**src/rtl/bus_pkg.sv**
```systemverilog
// Shared bus constants: copy-master state encoding, element strides and the
// address map values also used by the bus decoder.
package bus_pkg;

  localparam logic [1:0] ST_IDLE   = 2'd0;
  localparam logic [1:0] ST_READ   = 2'd1;
  localparam logic [1:0] ST_WRITE  = 2'd2;
  localparam logic [1:0] ST_FINISH = 2'd3;

  typedef enum logic [1:0] {
    IDLE   = ST_IDLE,
    READ   = ST_READ,
    WRITE  = ST_WRITE,
    FINISH = ST_FINISH
  } state_e;

  localparam logic [31:0] WORD_STRIDE   = 32'd4;
  localparam logic [31:0] BYTE_STRIDE   = 32'd1;
  localparam logic [31:0] DM_ADDR_LIMIT = 32'h4000_0000;
  localparam logic [31:0] BCD_ADDR      = 32'h4000_0010;

  // Address increment between consecutive elements.
  function automatic logic [31:0] elem_stride(input logic byte_mode);
    return byte_mode ? BYTE_STRIDE : WORD_STRIDE;
  endfunction

endpackage

```
**src/rtl/bus_copy_addr_gen.sv**
```systemverilog
// Address generator for the copy master: source/destination pointers,
// element countdown, and the start-time alignment/range check.
module bus_copy_addr_gen
  import bus_pkg::*;
#(
  parameter int          LEN_W      = 16,
  parameter logic [31:0] ADDR_LIMIT = DM_ADDR_LIMIT
) (
  input  logic             clk,
  input  logic             reset,
  input  logic             load,
  input  logic             step_src,
  input  logic             step_dst,
  input  logic [31:0]      src_addr,
  input  logic [31:0]      dst_addr,
  input  logic [LEN_W-1:0] length,
  input  logic             byte_mode,
  output logic [31:0]      cur_src,
  output logic [31:0]      cur_dst,
  output logic [LEN_W-1:0] remaining,
  output logic             byte_mode_q,
  output logic             reject
);

  logic [LEN_W-1:0] len_m1;
  logic [32:0]      span;
  logic [32:0]      src_last;
  logic [32:0]      dst_last;
  logic             misalign;

  // Reject check on the raw request; 33-bit sums so a wrap past 2^32 lands
  // above the limit. Meaningless for length 0, which the FSM handles first.
  always_comb begin
    len_m1   = length - LEN_W'(1);
    span     = byte_mode ? 33'(len_m1) : (33'(len_m1) << 2);
    src_last = {1'b0, src_addr} + span;
    dst_last = {1'b0, dst_addr} + span;
    misalign = !byte_mode && ((src_addr[1:0] != 2'b00) || (dst_addr[1:0] != 2'b00));
    reject   = misalign
            || (src_last >= {1'b0, ADDR_LIMIT})
            || (dst_last >= {1'b0, ADDR_LIMIT});
  end

  // Pointers and count load on an accepted start, then advance per bus cycle.
  always_ff @(posedge clk or negedge reset) begin
    if (!reset) begin
      cur_src     <= '0;
      cur_dst     <= '0;
      remaining   <= '0;
      byte_mode_q <= 1'b0;
    end else if (load) begin
      cur_src     <= src_addr;
      cur_dst     <= dst_addr;
      remaining   <= length;
      byte_mode_q <= byte_mode;
    end else begin
      if (step_src) begin
        cur_src <= cur_src + elem_stride(byte_mode_q);
      end
      if (step_dst) begin
        cur_dst   <= cur_dst + elem_stride(byte_mode_q);
        remaining <= remaining - LEN_W'(1);
      end
    end
  end

endmodule

```
**src/rtl/bus_copy_master.sv**
```systemverilog
// Block-copy bus initiator: one read then one write per element, word or byte
// sized. Bus outputs are decoded purely from registered state.
module bus_copy_master
  import bus_pkg::*;
#(
  parameter int          LEN_W      = 16,
  parameter logic [31:0] ADDR_LIMIT = DM_ADDR_LIMIT
) (
  input  logic             clk,
  input  logic             reset,
  input  logic             start,
  input  logic             abort,
  input  logic [31:0]      src_addr,
  input  logic [31:0]      dst_addr,
  input  logic [LEN_W-1:0] length,
  input  logic             byte_mode,
  output logic             Write_enable,
  output logic             Read_enable,
  output logic             WordorByte,
  output logic [31:0]      Addr,
  output logic [31:0]      Write_data,
  input  logic [31:0]      Read_data,
  output logic             busy,
  output logic             done,
  output logic             error,
  output logic [LEN_W-1:0] remaining
);

  state_e      state_q, state_d;
  logic        err_q, err_d;
  logic [31:0] buf_q;
  logic        load, step_src, step_dst;
  logic        reject, byte_mode_q;
  logic [31:0] cur_src, cur_dst;

  bus_copy_addr_gen #(
    .LEN_W      (LEN_W),
    .ADDR_LIMIT (ADDR_LIMIT)
  ) u_addr_gen (
    .clk         (clk),
    .reset       (reset),
    .load        (load),
    .step_src    (step_src),
    .step_dst    (step_dst),
    .src_addr    (src_addr),
    .dst_addr    (dst_addr),
    .length      (length),
    .byte_mode   (byte_mode),
    .cur_src     (cur_src),
    .cur_dst     (cur_dst),
    .remaining   (remaining),
    .byte_mode_q (byte_mode_q),
    .reject      (reject)
  );

  // Next-state logic; abort wins over start in IDLE, and in READ/WRITE it
  // lets the current bus cycle complete before dropping straight to IDLE.
  always_comb begin
    state_d  = state_q;
    err_d    = err_q;
    load     = 1'b0;
    step_src = 1'b0;
    step_dst = 1'b0;
    case (state_q)
      IDLE: begin
        if (start && !abort) begin
          load = 1'b1;
          if (length == '0) begin
            err_d   = 1'b0;
            state_d = FINISH;
          end else if (reject) begin
            err_d   = 1'b1;
            state_d = FINISH;
          end else begin
            err_d   = 1'b0;
            state_d = READ;
          end
        end
      end
      READ: begin
        step_src = 1'b1;
        state_d  = abort ? IDLE : WRITE;
      end
      WRITE: begin
        step_dst = 1'b1;
        if (abort) begin
          state_d = IDLE;
        end else if (remaining > LEN_W'(1)) begin
          state_d = READ;
        end else begin
          state_d = FINISH;
        end
      end
      FINISH: begin
        state_d = IDLE;
      end
      default: begin
        state_d = IDLE;
      end
    endcase
  end

  // State, reject flag and the element buffer captured during READ.
  always_ff @(posedge clk or negedge reset) begin
    if (!reset) begin
      state_q <= IDLE;
      err_q   <= 1'b0;
      buf_q   <= '0;
    end else begin
      state_q <= state_d;
      err_q   <= err_d;
      if (state_q == READ) begin
        buf_q <= byte_mode_q ? {24'h0, Read_data[7:0]} : Read_data;
      end
    end
  end

  // Bus and status outputs decoded from registered state only.
  always_comb begin
    Read_enable  = 1'b0;
    Write_enable = 1'b0;
    WordorByte   = 1'b0;
    Addr         = '0;
    Write_data   = '0;
    busy         = 1'b0;
    done         = 1'b0;
    error        = 1'b0;
    case (state_q)
      READ: begin
        Read_enable = 1'b1;
        WordorByte  = ~byte_mode_q;
        Addr        = cur_src;
        busy        = 1'b1;
      end
      WRITE: begin
        Write_enable = 1'b1;
        WordorByte   = ~byte_mode_q;
        Addr         = cur_dst;
        Write_data   = buf_q;
        busy         = 1'b1;
      end
      FINISH: begin
        done  = 1'b1;
        error = err_q;
      end
      default: begin
      end
    endcase
  end

endmodule

```
**config.mk**
```make
export PLATFORM = sky130hd
export DESIGN_NAME = bus_copy_master
export DESIGN_NICKNAME = d
export VERILOG_FILES = /design/src/rtl/bus_pkg.sv /design/src/rtl/bus_copy_addr_gen.sv /design/src/rtl/bus_copy_master.sv
export SDC_FILE = /design/constraint.sdc
export NUM_CORES = 1
export LEC_CHECK = 0
export ABC_AREA = 1
export CELL_PAD_IN_SITES_DETAIL_PLACEMENT = 0
export CELL_PAD_IN_SITES_GLOBAL_PLACEMENT = 2
export CORE_MARGIN = 1.5
export CORE_UTILIZATION = 30
export DETAILED_ROUTE_END_ITERATION = 8
export PLACE_DENSITY_LB_ADDON = 0.12
export SLEW_MARGIN = 20
export SYNTH_ARGS = -nofsm -noshare
export SYNTH_HDL_FRONTEND = slang
export SYNTH_SLANG_ARGS = --single-unit
```
**constraint.sdc**
```tcl
create_clock -name clk -period 6.15 [get_ports clk]
set_clock_uncertainty 0.1 [all_clocks]
set_input_delay 1.23 -clock clk [delete_from_list [all_inputs] [get_ports clk]]
set_output_delay 1.23 -clock clk [all_outputs]
set_load 0.02 [all_outputs]
```
After elaboration in Yosys (flattened, before gate mapping):

Index checks and enable logic that the tools add are counted.
Widths: inputs -> output; s select.

* output and inout bits: 86
* word-level logic and storage cells: 64
* input bits: 117
* flip-flop bits (word level): 116

* reduce and logical (&&, ||, !) cells: 15
* add/subtract/negate cells: 6
* multiplexer cells: 28
* magnitude comparators: 3
* eq/ne operators: 4
* bitwise gates (word level): 1

Operators with widths (count)
* $mux 32: 6
* $add 32x33->33: 2
* $ge 33x31->1 const B: 2
* $add 32x32->32: 2
* $pmux 32 s2: 1
* $mux 16: 2
* $sub 16x1->16 const B: 2
* $mux 18: 1
* $gt 16x1->1 const B: 1
* $logic_not 16->1: 1
* $mux 2: 6
* $mux 1: 10
* $pmux 2 s4: 1
* $reduce_bool 2->1: 4
* $eq 2x2->1 const B: 2
* $logic_or 1x1->1: 3
* $mux 3: 1
* $eq 2x1->1 const B: 1
* $logic_and 1x1->1: 2
* $logic_not 1->1: 2
* $logic_not 2->1: 1
* $ne 2x2->1 const B: 1
* $reduce_and 2->1: 1
* $reduce_or 2->1: 1
* $not 1->1: 1

Logic depth before layout (Yosys ltp):

* depth in word-level cells: 10
* mapped depth: 27
* gate-level depth less buffers: 27

Hierarchy:

From an unflattened synthesis, not the netlist that was laid out.

* cells, all modules: 1454
* area, all modules: 9781.9 um^2

Modules (own cells, without submodules)
* bus_copy_addr_gen: sequential area each 2026.9 um^2, cells an instance 1080, area an instance 7400.8 um^2, instances 1
* bus_copy_master: sequential area each 875.8 um^2, cells an instance 374, area an instance 2381.0 um^2, instances 1

Least setup slack after synthesis:

Ideal clock, no wire load.

* path type: input to register
* start: input length[0]
* end: register state_q[1]
* path buffers: 0
* setup slack: 2196 ps
* setup time: 116 ps
* data required time: 5934 ps
* stages on the path: 24
* arrival time: 3738 ps
* path through: inv_1 -> ha_1 -> inv_1 -> nor2_2 -> nand2_1 -> nor3_2 -> nand3_2 -> nand3b_1 -> a21oi_1 -> nor2_1 -> ha_1 -> nand2_1 -> nor2_1 -> nand3_1 -> nor2_1 -> nand2_1 -> nand3_1 -> nand2_1 -> nand2_1 -> nand2_1 -> nor2_1 -> nand3_1 -> nand2_1 -> nand2_1

* word-level cells in the longest chain between the ends: 10
* elaborated cells on any way between the ends: 13
* those cells by class: 3 x add/sub; 2 x order compare; 5 x mux; 3 x reduce/logical

RTL lines
* start, declared: RTL line bus_copy_master.sv:15 `input logic [LEN_W-1:0] length,`
* $sub 16x1->16: RTL line bus_copy_addr_gen.sv:34 `len_m1 = length - LEN_W'(1);`
* $mux 18: RTL line bus_copy_addr_gen.sv:35 `span = byte_mode ? 33'(len_m1) : (33'(len_m1) << 2);`
* $add 32x33->33: RTL line bus_copy_addr_gen.sv:36 `src_last = {1'b0, src_addr} + span;`
* $ge 33x31->1: RTL line bus_copy_addr_gen.sv:40 `|| (src_last >= {1'b0, ADDR_LIMIT})`
* $logic_or 1x1->1: RTL line bus_copy_addr_gen.sv:40
* $logic_or 1x1->1: RTL line bus_copy_addr_gen.sv:41 `|| (dst_last >= {1'b0, ADDR_LIMIT});`
* $mux 2: RTL line bus_copy_master.sv:71 `end else if (reject) begin`
* $mux 2 *: RTL line bus_copy_master.sv:68 `if (length == '0) begin`
* $mux 2 *: RTL line bus_copy_master.sv:66 `if (start && !abort) begin`
* $pmux 2 s4 *: RTL line bus_copy_master.sv:64 `case (state_q)`
* end signal, assigned: RTL line bus_copy_master.sv:110 `state_q <= state_d;`
* end, declared: RTL line bus_copy_master.sv:29 `state_e state_q, state_d;`

Every way passes the cells marked *; elsewhere a longest branch is shown, timed or not. The select of a mux whose other input is x is not followed.
A chain may end at the register's enable or synchronous reset.

Final worst setup path:

* start: input length[0]
* end: register err_q

* word-level cells in the longest chain between the ends: 8
* elaborated cells on any way between the ends: 11
* those cells by class: 3 x add/sub; 2 x order compare; 3 x mux; 3 x reduce/logical

RTL lines
* $sub 16x1->16: RTL line bus_copy_addr_gen.sv:34
* $mux 18: RTL line bus_copy_addr_gen.sv:35
* $add 32x33->33: RTL line bus_copy_addr_gen.sv:36
* $ge 33x31->1: RTL line bus_copy_addr_gen.sv:40
* $logic_or 1x1->1: RTL line bus_copy_addr_gen.sv:40
* $logic_or 1x1->1: RTL line bus_copy_addr_gen.sv:41
* $mux 1: RTL line bus_copy_master.sv:71
* $mux 1 *: RTL line bus_copy_master.sv:68
* end signal, assigned: RTL line bus_copy_master.sv:111 `err_q <= err_d;`
* end, declared: RTL line bus_copy_master.sv:30 `logic err_q, err_d;`

Every way passes the cells marked *; elsewhere a longest branch is shown, timed or not.

==> impl_metrics.env <==
export IMPL_status="completed"
export IMPL_setup_viol=0
export IMPL_cp_depth=24
export IMPL_wl_um=35900
export IMPL_synth_seq_cells=116
export IMPL_core_mm2=0.03147
export IMPL_synth_largest_area_cell="dfrtp_1"
export IMPL_synth_warning_count=0
export IMPL_setup_ws_ns=1.502
export IMPL_min_period_over_period_pct=75.57
export IMPL_drtIter0Drc=555
export IMPL_dp_slack_ns=0.8967
export IMPL_antenna_left=0
export IMPL_avgSynthCellArea_um2=6.608
export IMPL_clkSinkCount=116
export IMPL_rows=65
export IMPL_endpoint="err_q"
export IMPL_crit_start="length[0]"
export IMPL_gr_total_overflow=0
export IMPL_regArea_mm2=0.002903
export IMPL_hold_viol=0
export IMPL_hp_class="reg -> reg"
export IMPL_die_y_um=181.5
export IMPL_routed_via_count=9854
export IMPL_fp_dieW_um=181.5
export IMPL_required_ns=6.37
export IMPL_cts_buffer_depth=2
export IMPL_synthTopCellsByCount="532 x nand2_1, 179 x inv_1, 116 x dfrtp_1"
export IMPL_cp_end_kind="flip-flop"
export IMPL_fmax_ghz=0.2152
export IMPL_synthFlopType="dfrtp_1"
export IMPL_crit_chain="clkdlybuf4s50_1, inv_1, ha_1, inv_1, nor2_2, nand2_1, nor3_2, nand3_2, nor2_2, a21oi_1, o21ai_0, ha_1, nand2_1, inv_1, nand2_1, nand2_1, a21oi_1, nand2_1, a21oi_1, nand3_1, nor2_1, nand2_1, nand3_1, nand2_1"
export IMPL_synth_nets=1616
export IMPL_dpl_hpwl_um=27590
export IMPL_synth_cell_types=48
export IMPL_htree_levels=4
export IMPL_worst_setup_path_start_kind="input pin"
export IMPL_antenna_found_initial=1
export IMPL_dpl_instance_area_mm2=0.01202
export IMPL_multi_input_area_mm2=0.005796
export IMPL_yosysMostFrequentCell="nand2_1"
export IMPL_drc_errors=0
export IMPL_synth_area_leaders="dfrtp_1 30%, nand2_1 21%, inv_1 7.0%"
export IMPL_post_cts_buffers=0
export IMPL_p_per_area_mw_per_mm2=407.8
export IMPL_routabilityCongestion=0.8713
export IMPL_maxSlewViolCount=0
export IMPL_cts_hold_buf=0
export IMPL_die_area_mm2=0.03295
export IMPL_rrSetupSlack_ns=2.49
export IMPL_grt_use_total_pct=21.98
export IMPL_grt_max_degree=53
export IMPL_first_global_vias=9585
export IMPL_stdcell_area_mm2=0.01256
export IMPL_fin_cells=2052
export IMPL_cp_num_buf_inv=4
export IMPL_path_common_cell="nand2_1"
export IMPL_synthCells=1447
export IMPL_nets=1806
export IMPL_fillers=3337
export IMPL_fin_crit_ns=4.648
export IMPL_reg2reg_to="u_addr_gen.cur_dst[28]"
export IMPL_tritoncts="built"
export IMPL_leakagePower_nw=5.879
export IMPL_cpLargestDelayFamily="simple AND/OR/NAND/NOR gates"
export IMPL_grt_pass1_wl_um=55660
export IMPL_tns_ns=0
export IMPL_cpPeakStageDelay_ns=0.45
export IMPL_async_flop_share_pct=100.0
export IMPL_ctsResizeCount=0
export IMPL_firstDrtPassIters=5
export IMPL_clk_pin_slew_ns=0.07
export IMPL_syn_to_final_growth_pct=31.39
export IMPL_routedWlPerCell_um=17.49
export IMPL_yosys_area_top_type_share_pct=30.36
export IMPL_syn_area_mm2=0.009562
export IMPL_port_buffers=202
export IMPL_max_cap_violations=0
export IMPL_rsz0062_at_grt="no"
export IMPL_cts_buffers_inserted=17
export IMPL_crit_arrival_ns=4.87
export IMPL_start_util_pct=30.38
export IMPL_r2r_start="u_addr_gen.byte_mode_q"
export IMPL_vias_per_cell=4.802
export IMPL_ys_seq_area_share_pct=30.36
export IMPL_clkLatencyLatePin_ns=0.43
export IMPL_placedCellCount=2020
export IMPL_synth_edf_count=0
export IMPL_crit_slowest_cell="o21ai_0"
export IMPL_path_class="in -> reg"
export IMPL_maxSlewHeadroom_pct=31.16
export IMPL_io_pin_count=203
export IMPL_cts_root_buffer="clkbuf_16"
export IMPL_worst_pin_slew_ns=1.026
export IMPL_worstPathMaxFanout=4
export IMPL_reg2reg_depth=15
export IMPL_diodes=0
export IMPL_layout_drive_gt1_share_pct=5.333
export IMPL_peakVddDrop_uv=209.5
-- power breakdown --
part           total, mW  internal [mW]  switching (mW)
combinational       2.71           1.02            1.68
sequential          1.46           1.09           0.368
clock              0.956          0.529           0.428
total               5.12           2.64            2.48
-- layout by cell type, fill, tap and decap left out, types with 4 or more instances in the layout --
master,Yosys,final
xor2_1,50,50
nand4_1,20,20
nor3_1,34,34
clkdlybuf4s50_1,0,201
o21ai_0,25,25
nor4_1,5,5
nand3_1,82,82
nand2_1,532,532
nor2_2,7,7
clkinv_4,0,4
xnor2_1,17,17
buf_4,0,15
clkbuf_16,0,17
nor3_2,6,6
dfrtp_1,116,116
ha_1,50,48
o211ai_1,40,40
a21oi_1,71,71
o21bai_1,5,5
o221ai_1,13,13
nor2_1,97,97
nor2_4,5,5
clkinv_2,0,4
inv_1,179,179
nand3_2,4,4
nand2_2,5,5
-- cell families after synthesis --
logic type	after synthesis	share of synthesized area [%]
flops	116	30.36
xor+xnor	67	6.137
mux	3	0.3141
simple gates	811	36.30
compound gates	168	10.85
fa+ha+maj	52	6.962
buf+inv	230	9.081
-- routing by layer --
metal / up-vias / wire length (um) / track usage, %
li1: 5032 / - / -
met1: 4531 / 16850 / 29.83
met2: 256 / 16910 / 36.66
met3: 35 / 1416 / 2.507
met4: 0 / 709 / 6.500
met5: - / 0 / 0
-- how the worst min path moves through the flow --
stage               slack (ns)  cells after the start      start        end
detailed placement        0.36                      2   buf_q[2]   buf_q[2]
CTS                       0.38                      2   buf_q[2]   buf_q[2]
global placement          0.35                      2   buf_q[6]   buf_q[6]
global route              0.39                      2  buf_q[20]  buf_q[20]
floorplan                 0.34                      2   buf_q[0]   buf_q[0]
finish                    0.37                      2   buf_q[2]   buf_q[2]
-- area by class of cell --
cell class	count	area share, %
multi-input cells	1101	46.13
clock inverters	14	0.8266
repair buffers	216	16.91
flip-flops and latches	116	23.11
clock buffers	18	3.496
inverters	185	5.527
well taps	402	4.004
-- flip-flops by register name, summed over array words and instances (netlist names) --
| register | cells |
|---|---|
| buf_q | 32 |
| err_q | 1 |
| state_q | 2 |
| u_addr_gen.byte_mode_q | 1 |
| u_addr_gen.cur_dst | 32 |
| u_addr_gen.cur_src | 32 |
| u_addr_gen.remaining | 16 |
-- through the flow --
stage / util, % / power, mW / hold WS (ns)
floorplan: - / 3.061 / 0.3422
global placement: 38.19 / 4.203 / 0.3538
detailed placement: 38.19 / 4.213 / 0.3625
CTS: 39.92 / 5.200 / 0.3808
global route: 39.92 / 5.535 / 0.3868
finish: 39.92 / 5.124 / 0.3735
-- worst min-delay path: stages (launching register included) --
cell and delay, ns:
dfrtp_1 0.34, nand2_1 0.05, nand2_1 0.05
Power figures use the tool's default switching activity.
